`config.mk`:
```
export PLATFORM = sky130hd
export DESIGN_NAME = xsim_msg_framer
export DESIGN_NICKNAME = d
export VERILOG_FILES = /design/src/rtl/xsim_msg_framer.sv
export SDC_FILE = /design/constraint.sdc
export NUM_CORES = 1
export LEC_CHECK = 0
export BUFFER_PORTS_ARGS = -buffer_cell sky130_fd_sc_hd__buf_2
export CAP_MARGIN = 40
export CORE_ASPECT_RATIO = 2
export CORE_MARGIN = 4
export CORE_UTILIZATION = 40
export CTS_CLUSTER_DIAMETER = 50
export DETAILED_ROUTE_END_ITERATION = 10
export GPL_TIMING_DRIVEN = 0
export PLACE_DENSITY = 0.67
export SLEW_MARGIN = 5
export SYNTH_ARGS = -nofsm -noshare
export SYNTH_HDL_FRONTEND = slang
export SYNTH_SLANG_ARGS = --single-unit
```
`constraint.sdc`:
```
create_clock -name CLK -period 3.7 [get_ports CLK]
set_input_delay 0.74 -clock CLK [delete_from_list [all_inputs] [get_ports CLK]]
set_output_delay 0.74 -clock CLK [all_outputs]
set_load 0.05 [all_outputs]
```
`src/rtl/xsim_msg_framer.sv`:
```
// xsim_msg_framer: frames a (method, length) descriptor plus its payload
// words into a header beat followed by payload beats for the Xsim
// message-source stage. Over-length descriptors are consumed and flagged.
module xsim_msg_framer #(
  parameter logic [31:0] PORTAL_ID = 32'd0,
  parameter int          MAX_WORDS = 1022
) (
  input  logic        CLK,
  input  logic        RST,
  input  logic        msg_valid,
  output logic        msg_ready,
  input  logic [15:0] msg_method,
  input  logic [15:0] msg_words,
  input  logic        data_valid,
  output logic        data_ready,
  input  logic [31:0] data,
  output logic [31:0] portal,
  output logic        en_beat,
  output logic [31:0] beat,
  output logic        busy,
  output logic        err_overlen,
  output logic [31:0] beat_count
);

  // Header length field is msg_words+1, so the limit must leave room for it.
  localparam logic [15:0] MaxW = 16'(MAX_WORDS);

  typedef enum logic [0:0] {
    IDLE    = 1'b0,
    PAYLOAD = 1'b1
  } state_e;

  state_e      state_q, state_d;
  logic [15:0] remaining_q, remaining_d;
  logic        en_beat_q, en_beat_d;
  logic [31:0] beat_q, beat_d;
  logic        err_q, err_d;
  logic [31:0] cnt_q, cnt_d;

  // Handshake readies depend on state only, never on the input valids.
  assign msg_ready   = (state_q == IDLE);
  assign data_ready  = (state_q == PAYLOAD);
  assign portal      = PORTAL_ID;
  assign en_beat     = en_beat_q;
  assign beat        = beat_q;
  assign busy        = (state_q != IDLE);
  assign err_overlen = err_q;
  assign beat_count  = cnt_q;

  // Next-state: descriptor/payload acceptance and the registered beat.
  always_comb begin
    state_d     = state_q;
    remaining_d = remaining_q;
    en_beat_d   = 1'b0;
    beat_d      = beat_q;
    err_d       = err_q;
    // Count the beat currently presented downstream.
    cnt_d       = cnt_q + {31'd0, en_beat_q};
    unique case (state_q)
      IDLE: begin
        if (msg_valid) begin
          if (msg_words > MaxW) begin
            // Consumed but dropped; payload draining is the producer's job.
            err_d = 1'b1;
          end else begin
            en_beat_d   = 1'b1;
            beat_d      = {msg_method, msg_words + 16'd1};
            remaining_d = msg_words;
            if (msg_words != 16'd0) state_d = PAYLOAD;
          end
        end
      end
      PAYLOAD: begin
        if (data_valid) begin
          en_beat_d   = 1'b1;
          beat_d      = data;
          remaining_d = remaining_q - 16'd1;
          if (remaining_q == 16'd1) state_d = IDLE;
        end
      end
      default: state_d = IDLE;
    endcase
  end

  // State and output registers; reset wins over any same-cycle handshake.
  always_ff @(posedge CLK) begin
    if (RST) begin
      state_q     <= IDLE;
      remaining_q <= 16'd0;
      en_beat_q   <= 1'b0;
      beat_q      <= 32'd0;
      err_q       <= 1'b0;
      cnt_q       <= 32'd0;
    end else begin
      state_q     <= state_d;
      remaining_q <= remaining_d;
      en_beat_q   <= en_beat_d;
      beat_q      <= beat_d;
      err_q       <= err_d;
      cnt_q       <= cnt_d;
    end
  end

endmodule

```
Yosys cells after proc, flatten, opt, wreduce, memory -nomap -nowiden
Cells that the tools add are included.
{"block": "word_totals", "inputBits": 68, "reg_bits": 83, "out_inout_bits": 101}
{"block": "classes", "n_reduce_logical": 3, "order_cmp": 1, "addsub": 3, "n_eq_ne": 4, "muxes": 18, "bitwise_logic": 1}
{"cell": "$mux 32", "count": 3}
{"cell": "$pmux 32 s2", "count": 1}
{"cell": "$mux 16", "count": 3}
{"cell": "$add 32x1->32", "count": 1}
{"cell": "$pmux 16 s2", "count": 1}
{"cell": "$add 16x1->16 const B", "count": 1}
{"cell": "$eq 16x1->1 const B", "count": 1}
{"cell": "$gt 16x10->1 const B", "count": 1}
{"cell": "$reduce_bool 16->1", "count": 1}
{"cell": "$sub 16x1->16 const B", "count": 1}
{"cell": "$mux 1", "count": 8}
{"cell": "$ne 2x2->1 const B", "count": 3}
{"cell": "$reduce_and 3->1", "count": 2}
{"cell": "$pmux 1 s2", "count": 2}
{"cell": "$not 1->1", "count": 1}

Longest topological paths before layout
Gate-level depths: netlist of the first run.
{"block": "depth", "depth_word": 5, "depth_mapped": 9, "mapped_depth_nobuf": 7}

Worst setup path after synthesis of the first run
Ideal clock, no wire load.
{"block": "synth_timing", "path_type": "flip-flop to output port", "startpoint": "register state_q, in the netlist busy", "endpoint": "output msg_ready", "stages_incl_launch_ff": 4, "arrival_time_ps": 1529, "required_ps": 2960, "slack_ps": 1431, "path_cell_list": "dfxtp_1 -> inv_1 -> clkbuf_1 -> buf_1"}
{"block": "synth_between", "elab_chain_cells": 1}
{"element": "start, declared", "line_no": "33", "text": "state_e state_q, state_d;"}
{"element": "start signal, assigned", "line_no": "95", "text": "state_q <= state_d;"}
{"element": "$not 1->1"}
{"element": "end, declared", "line_no": "11", "text": "output logic msg_ready,"}
Every way passes these cells.

Final worst setup path of the first run
Same ends and word-level chain as after synthesis.

==> flow_summary.json, run 1 <==
{
  "worstPathRequired_ns": 2.96,
  "die_w_um": 83.5,
  "holdCritPathClass": "flop to flop",
  "yosys_warnings": 0,
  "clockBufferDepth": 2,
  "wl_per_cell_um": 16.0,
  "fin_cells": 870,
  "final.setup.tns_ns": 0,
  "final_common_cell": "buf_2",
  "fin_util_pct": 53.2,
  "io_pins": 169,
  "core_um2": 11000,
  "cpPeakStageDelay_ns": 0.46,
  "die_y_um": 159,
  "cts-root-buf": "clkbuf_16",
  "synth.avg_cell_area_um2": 8.32,
  "status": "finished clean",
  "synth.distinct_cells": 52,
  "hold_start": "beat[4]",
  "path_cells": "inv_1, clkbuf_1, buf_1, buf_2",
  "clk_latency_ns": 0.34,
  "pwr_density_cell_nw_per_um2": 367,
  "rows": 54,
  "critPathLaunchType": "flop",
  "drv_cap": 0,
  "crit_fanout": 10,
  "end_kind": "output port",
  "num_antenna_cells": 0,
  "start_util_pct": 41.4,
  "crit_slowest_cell": "buf_1",
  "grt_max_degree": 14,
  "wl_um": 13900,
  "p_total_w": 0.00215,
  "ys_seq_elements": 83,
  "holdPathEnd": "beat[4]",
  "synth.cell_area_um2": 4560,
  "ant_nets": 0,
  "whs_path_depth": 2,
  "r2r-start": "remaining_q[0]",
  "period_share_pct": 73.7,
  "yosysSeqAreaShare_pct": 36.4,
  "drc": 0,
  "post_cts_resized": 0,
  "area_growth_pct": 28.4,
  "synth_edf_count": 0,
  "crit_start": "busy",
  "synth-main-ff-cell": "dfxtp_1",
  "num_vias": 4617,
  "reg2reg_slack_ns": 1.65,
  "cts.sinks": 83,
  "cts_setup_buffers": 0,
  "grt_pass1_vias": 4652,
  "fin_skew_ns": 0.00649,
  "postSynthCellCount": 548,
  "grt_pass1_wl_um": 22000,
  "arrival_ns": 1.99,
  "rsz0062_at_grt": "false",
  "die-area_um2": 13300,
  "worstRegToRegCells": 7,
  "dp_hpwl_um": 10900,
  "mostFrequentLayoutCells": "buf_2, dfxtp_1, nor2_1",
  "io_buffers": 135,
  "slew_viol_final": 0,
  "cts_tree": "done",
  "nets": 800,
  "clk_pin_slew_worst_paths_ns": 0.06,
  "synth-async-reset-ratio_pct": 0,
  "overflow": 0,
  "vdd_drop_max_v": 0.000241,
  "numCtsBuffers": 9,
  "htreeDepth": 3,
  "path_class": "flop to output port",
  "antenna_found_initial": 0,
  "r2r_end": "remaining_q[14]",
  "gp_congestion": 0.883,
  "setup_viol": 0,
  "first_pass_iters": 7,
  "tightest_slew_ns": 0.742,
  "fmax_mhz": 367,
  "first_iter_violations": 236,
  "p_leak_nw": 2.52,
  "maxSlewHeadroom_pct": 50.5,
  "grt_usage_pct": 20.4,
  "final.min_clock_period_ns": 2.73,
  "vias_per_cell": 5.31,
  "post-place-cells": 854,
  "drive_gt1_share_pct": 29.2,
  "hold_viol": 0,
  "ctsHoldBuffers": 0
}
==> registers in the layout (all words and copies together) (netlist names) <==
signal	flops
remaining_q	16
en_beat	1
busy	1
err_overlen	1
beat_count	32
beat	32
==> routing by layer <==
layer	up-vias	part of all wire (%)	global-route usage, %
li1	2230	-	-
met1	2127	34	19.0
met2	221	55	39.1
met3	39	7.0	5.33
met4	0	4.2	11.3
met5	-	0	0
==> worst max-delay path, delay by kind of cell, from the launching register on <==
kind	cells	cell delay [ns]
buffers and inverters	4	1.26
DFF	1	0.39
==> logic make-up (layout without fill, tap and decap cells) <==
kind of cell / Yosys count / count (layout) / share of synthesized area, %
other: 1 / 32 / 0.0822
flip-flops: 83 / 83 / 36.4
buffers and inverters: 78 / 229 / 9.93
adder cells (fa/ha/maj): 7 / 7 / 1.92
multiplexers: 23 / 23 / 5.13
XOR/XNOR: 37 / 37 / 7.11
AND/OR/NAND/NOR: 213 / 213 / 24.5
AO/OA/AOI/OAI: 106 / 106 / 14.8
==> power breakdown <==
part           total [W]  internal (W)  switching, W
clock network   0.000989      0.000627      0.000362
logic           0.000255     0.0000805      0.000174
registers       0.000903      0.000899    0.00000410
total            0.00215       0.00161      0.000540
==> layout make-up <==
type	count	area (um^2)
fillers	1117	5160
well taps	140	175
clock buffers	12	256
repair buffers	135	676
multi-input cells	418	2560
inverters	17	63.8
flip-flops and latches	83	1660
plain buffers	61	389
clock inverters	4	72.6
==> metrics by stage <==
| stage | area, um^2 | worst slack (ns) | hold WS, ns |
|---|---|---|---|
| 2_1_floorplan | 4680 | 1.43 | 0.455 |
| 6_report | 5860 | 0.972 | 0.451 |
| 4_1_cts | 5860 | 0.957 | 0.455 |
| 5_1_grt | 5860 | 0.835 | 0.485 |
| 3_3_place_gp | 5530 | 1.21 | 0.440 |
| 3_5_place_dp | 5530 | 1.21 | 0.447 |
==> Yosys cell counts (3+ instances only) <==
library cell,count,area [um^2]
dfxtp_1,83,1660
nor2_1,67,251
nand2_1,42,158
buf_4,37,278
a21oi_1,35,175
xnor2_1,24,210
nand3_1,21,105
mux2i_1,20,200
a211oi_1,18,135
inv_1,16,60.1
nor3_1,16,80.1
clkbuf_1,14,52.6
nor4_1,13,81.3
xor2_1,13,114
o21ai_1,12,60.1
o211ai_1,9,67.6
o21ai_0,9,45.0
ha_1,7,87.6
nand2b_1,7,43.8
nand4_1,7,43.8
and3_1,6,37.5
and4_1,6,52.6
nor2b_1,6,37.5
a31o_2,5,43.8
buf_2,5,25.0
or3_1,5,31.3
a2111oi_0,3,26.3
a21o_1,3,22.5
buf_1,3,11.3
mux2_2,3,33.8
nor4_4,3,63.8
o21a_1,3,22.5
==> worst max-delay path by stage <==
stage / endpoint / slack [ns] / depth (start not counted)
2_1_floorplan: msg_ready / 1.43 / 3
3_3_place_gp: remaining_q[14] / 1.21 / 10
3_5_place_dp: remaining_q[7] / 1.21 / 10
4_1_cts: msg_ready / 0.96 / 4
5_1_grt: msg_ready / 0.84 / 4
6_report: msg_ready / 0.97 / 4
Note: power is estimated with default switching activity, not from simulation.
==> run 2: changes to the inputs <==
==> constraint.sdc (replaced) <==
create_clock -name CLK -period 2.6 [get_ports CLK]
set_input_delay 0.52 -clock CLK [delete_from_list [all_inputs] [get_ports CLK]]
set_output_delay 0.52 -clock CLK [all_outputs]
set_load 0.05 [all_outputs]
==> run 2 against run 1 <==
Compared with the run above:
- largest cell class unchanged
- die area is the same
- via count about the same
- core utilization barely moved
- critical endpoint unchanged
- combinational power is 42% higher
- clock skew barely moved
- largest power group unchanged
- cell area hardly changed
- clock power up 42%
==> flow_summary.json, run 2 (synthesized netlist as in run 1, its figures left out) <==
{
  "status": "finished clean",
  "arrival_ns": 1.81,
  "cts_tree": "done",
  "maxSlewHeadroom_pct": 50.4,
  "setup_viol": 0,
  "power_frac_seq_pct": 42.1,
  "gp_congestion": 0.883,
  "r2r_end": "remaining_q[14]",
  "critPathLaunchType": "flop",
  "whs_path_depth": 2,
  "grt_pass1_wl_um": 22000,
  "first_pass_iters": 8,
  "slew_viol_final": 0,
  "ant_nets": 0,
  "pwr_density_cell_nw_per_um2": 521,
  "rows": 54,
  "path_class": "flop to output port",
  "clk_pin_slew_worst_paths_ns": 0.06,
  "r2r-start": "remaining_q[0]",
  "final.setup.tns_ns": 0,
  "holdCritPathClass": "flop to flop",
  "htreeDepth": 3,
  "antenna_found_initial": 0,
  "wl_um": 13900,
  "worstPathRequired_ns": 2.08,
  "placed_cell_area_um2": 5530,
  "mostFrequentLayoutCells": "buf_2, dfxtp_1, nor2_1",
  "post-place-cells": 854,
  "rsz0062_at_grt": "false",
  "cts.sinks": 83,
  "final.min_clock_period_ns": 2.33,
  "core_um2": 11000,
  "io_buffers": 135,
  "crit_fanout": 10,
  "num_antenna_cells": 0,
  "end_kind": "output port",
  "period_share_pct": 89.5,
  "vias_per_cell": 5.30,
  "p_sw_w": 0.000766,
  "wl_per_cell_um": 16.0,
  "hold_viol": 0,
  "die-area_um2": 13300,
  "worstRegToRegCells": 7,
  "drive_gt1_share_pct": 29.3,
  "drc": 0,
  "final_common_cell": "buf_2",
  "fin_cells": 870,
  "start_util_pct": 41.4,
  "clk_latency_ns": 0.34,
  "drv_cap": 0,
  "switching_share_pct": 25.1,
  "die_y_um": 159,
  "hold_start": "beat[4]",
  "p_clk_share_pct": 46.0,
  "p_int_w": 0.00229,
  "stdcell_area_um2": 5860,
  "dp_hpwl_um": 10900,
  "fin_ws_ns": 0.272,
  "numCtsBuffers": 9,
  "grt_usage_pct": 20.4,
  "num_vias": 4614,
  "nets": 800,
  "die_w_um": 83.5,
  "fin_skew_ns": 0.00659,
  "reg2reg_slack_ns": 0.55,
  "overflow": 0,
  "first_iter_violations": 232,
  "n_fill_cell": 1116,
  "io_pins": 169,
  "holdPathEnd": "beat[4]",
  "grt_max_degree": 14,
  "p_leak_nw": 2.52,
  "ctsHoldBuffers": 0,
  "cts-root-buf": "clkbuf_16",
  "pre_cts_slack_ns": 0.327,
  "fmax_mhz": 430,
  "tightest_slew_ns": 0.744,
  "clockBufferDepth": 2,
  "area_growth_pct": 28.5,
  "grt_pass1_vias": 4652,
  "vdd_drop_max_v": 0.000343,
  "p_comb_share_pct": 11.9
}
-- run 2: cell count changes in the layout (fill, tap and decap cells not counted), sizes merged --
cell	delta
clkbuf	+1
buf	-1
-- run 2: timing repair --
item,CTS,global route
buffers inserted,0,0
gates resized for setup,0,1
endpoints found under the setup margin,0,1
-- run 2: metal layers --
layer  share of wire (%)  routed length (um)  vias to the layer above  track usage (%)
li1                    -                   -                     2231                -
met5                   0                   0                        -                0
met1                  34                4690                     2121             19.0
met3                 6.9                 963                       42             5.33
met2                  55                7640                      220             39.1
met4                 4.4                 606                        0             11.3
-- run 2: cell type report --
type | instances | area, um^2 | area share [%]
Sequential cell | 83 | 1660 | 28.4
Inverter | 17 | 63.8 | 1.09
Clock buffer | 12 | 256 | 4.38
Buffer | 61 | 390 | 6.67
Tap cell | 140 | 175 | 2.99
Clock inverter | 4 | 72.6 | 1.24
Timing Repair Buffer | 135 | 676 | 11.5
Multi-Input combinational cell | 418 | 2560 | 43.7
-- run 2: worst max-delay path by stage --
stage	start	endpoint	slack (ns)	cells past startpoint
floorplan	busy	msg_ready	0.55	3
global placement	msg_words[0]	remaining_q[14]	0.33	10
detailed placement	msg_words[0]	remaining_q[7]	0.33	10
CTS	busy	msg_ready	0.08	4
global route	busy	msg_ready	0.14	4
finish	busy	msg_ready	0.27	4
-- run 2: stage by stage --
| step | util, % | hold WS (ns) | total power, W |
|---|---|---|---|
| after floorplan | - | 0.455 | 0.00156 |
| after global placement | 50.2 | 0.440 | 0.00167 |
| after detailed placement | 50.2 | 0.447 | 0.00167 |
| after CTS | 53.2 | 0.455 | 0.00308 |
| after global routing | 53.2 | 0.464 | 0.00317 |
| final | 53.2 | 0.451 | 0.00305 |
-- run 2: worst max-delay path, cell delays in order, from the launching register on --
cell and delay, ns:
dfxtp_1 0.39, inv_1 0.12, clkbuf_1 0.32, clkbuf_2 0.33
buf_2 0.31
-- run 2: power by group through the flow --
stage                     logic (W)  clock network [W]  registers, W
after global placement     0.000354                  0       0.00131
after global routing       0.000388            0.00150       0.00128
final                      0.000363            0.00140       0.00129
after floorplan            0.000229                  0       0.00133
after CTS                  0.000360            0.00144       0.00128
after detailed placement   0.000359                  0       0.00131
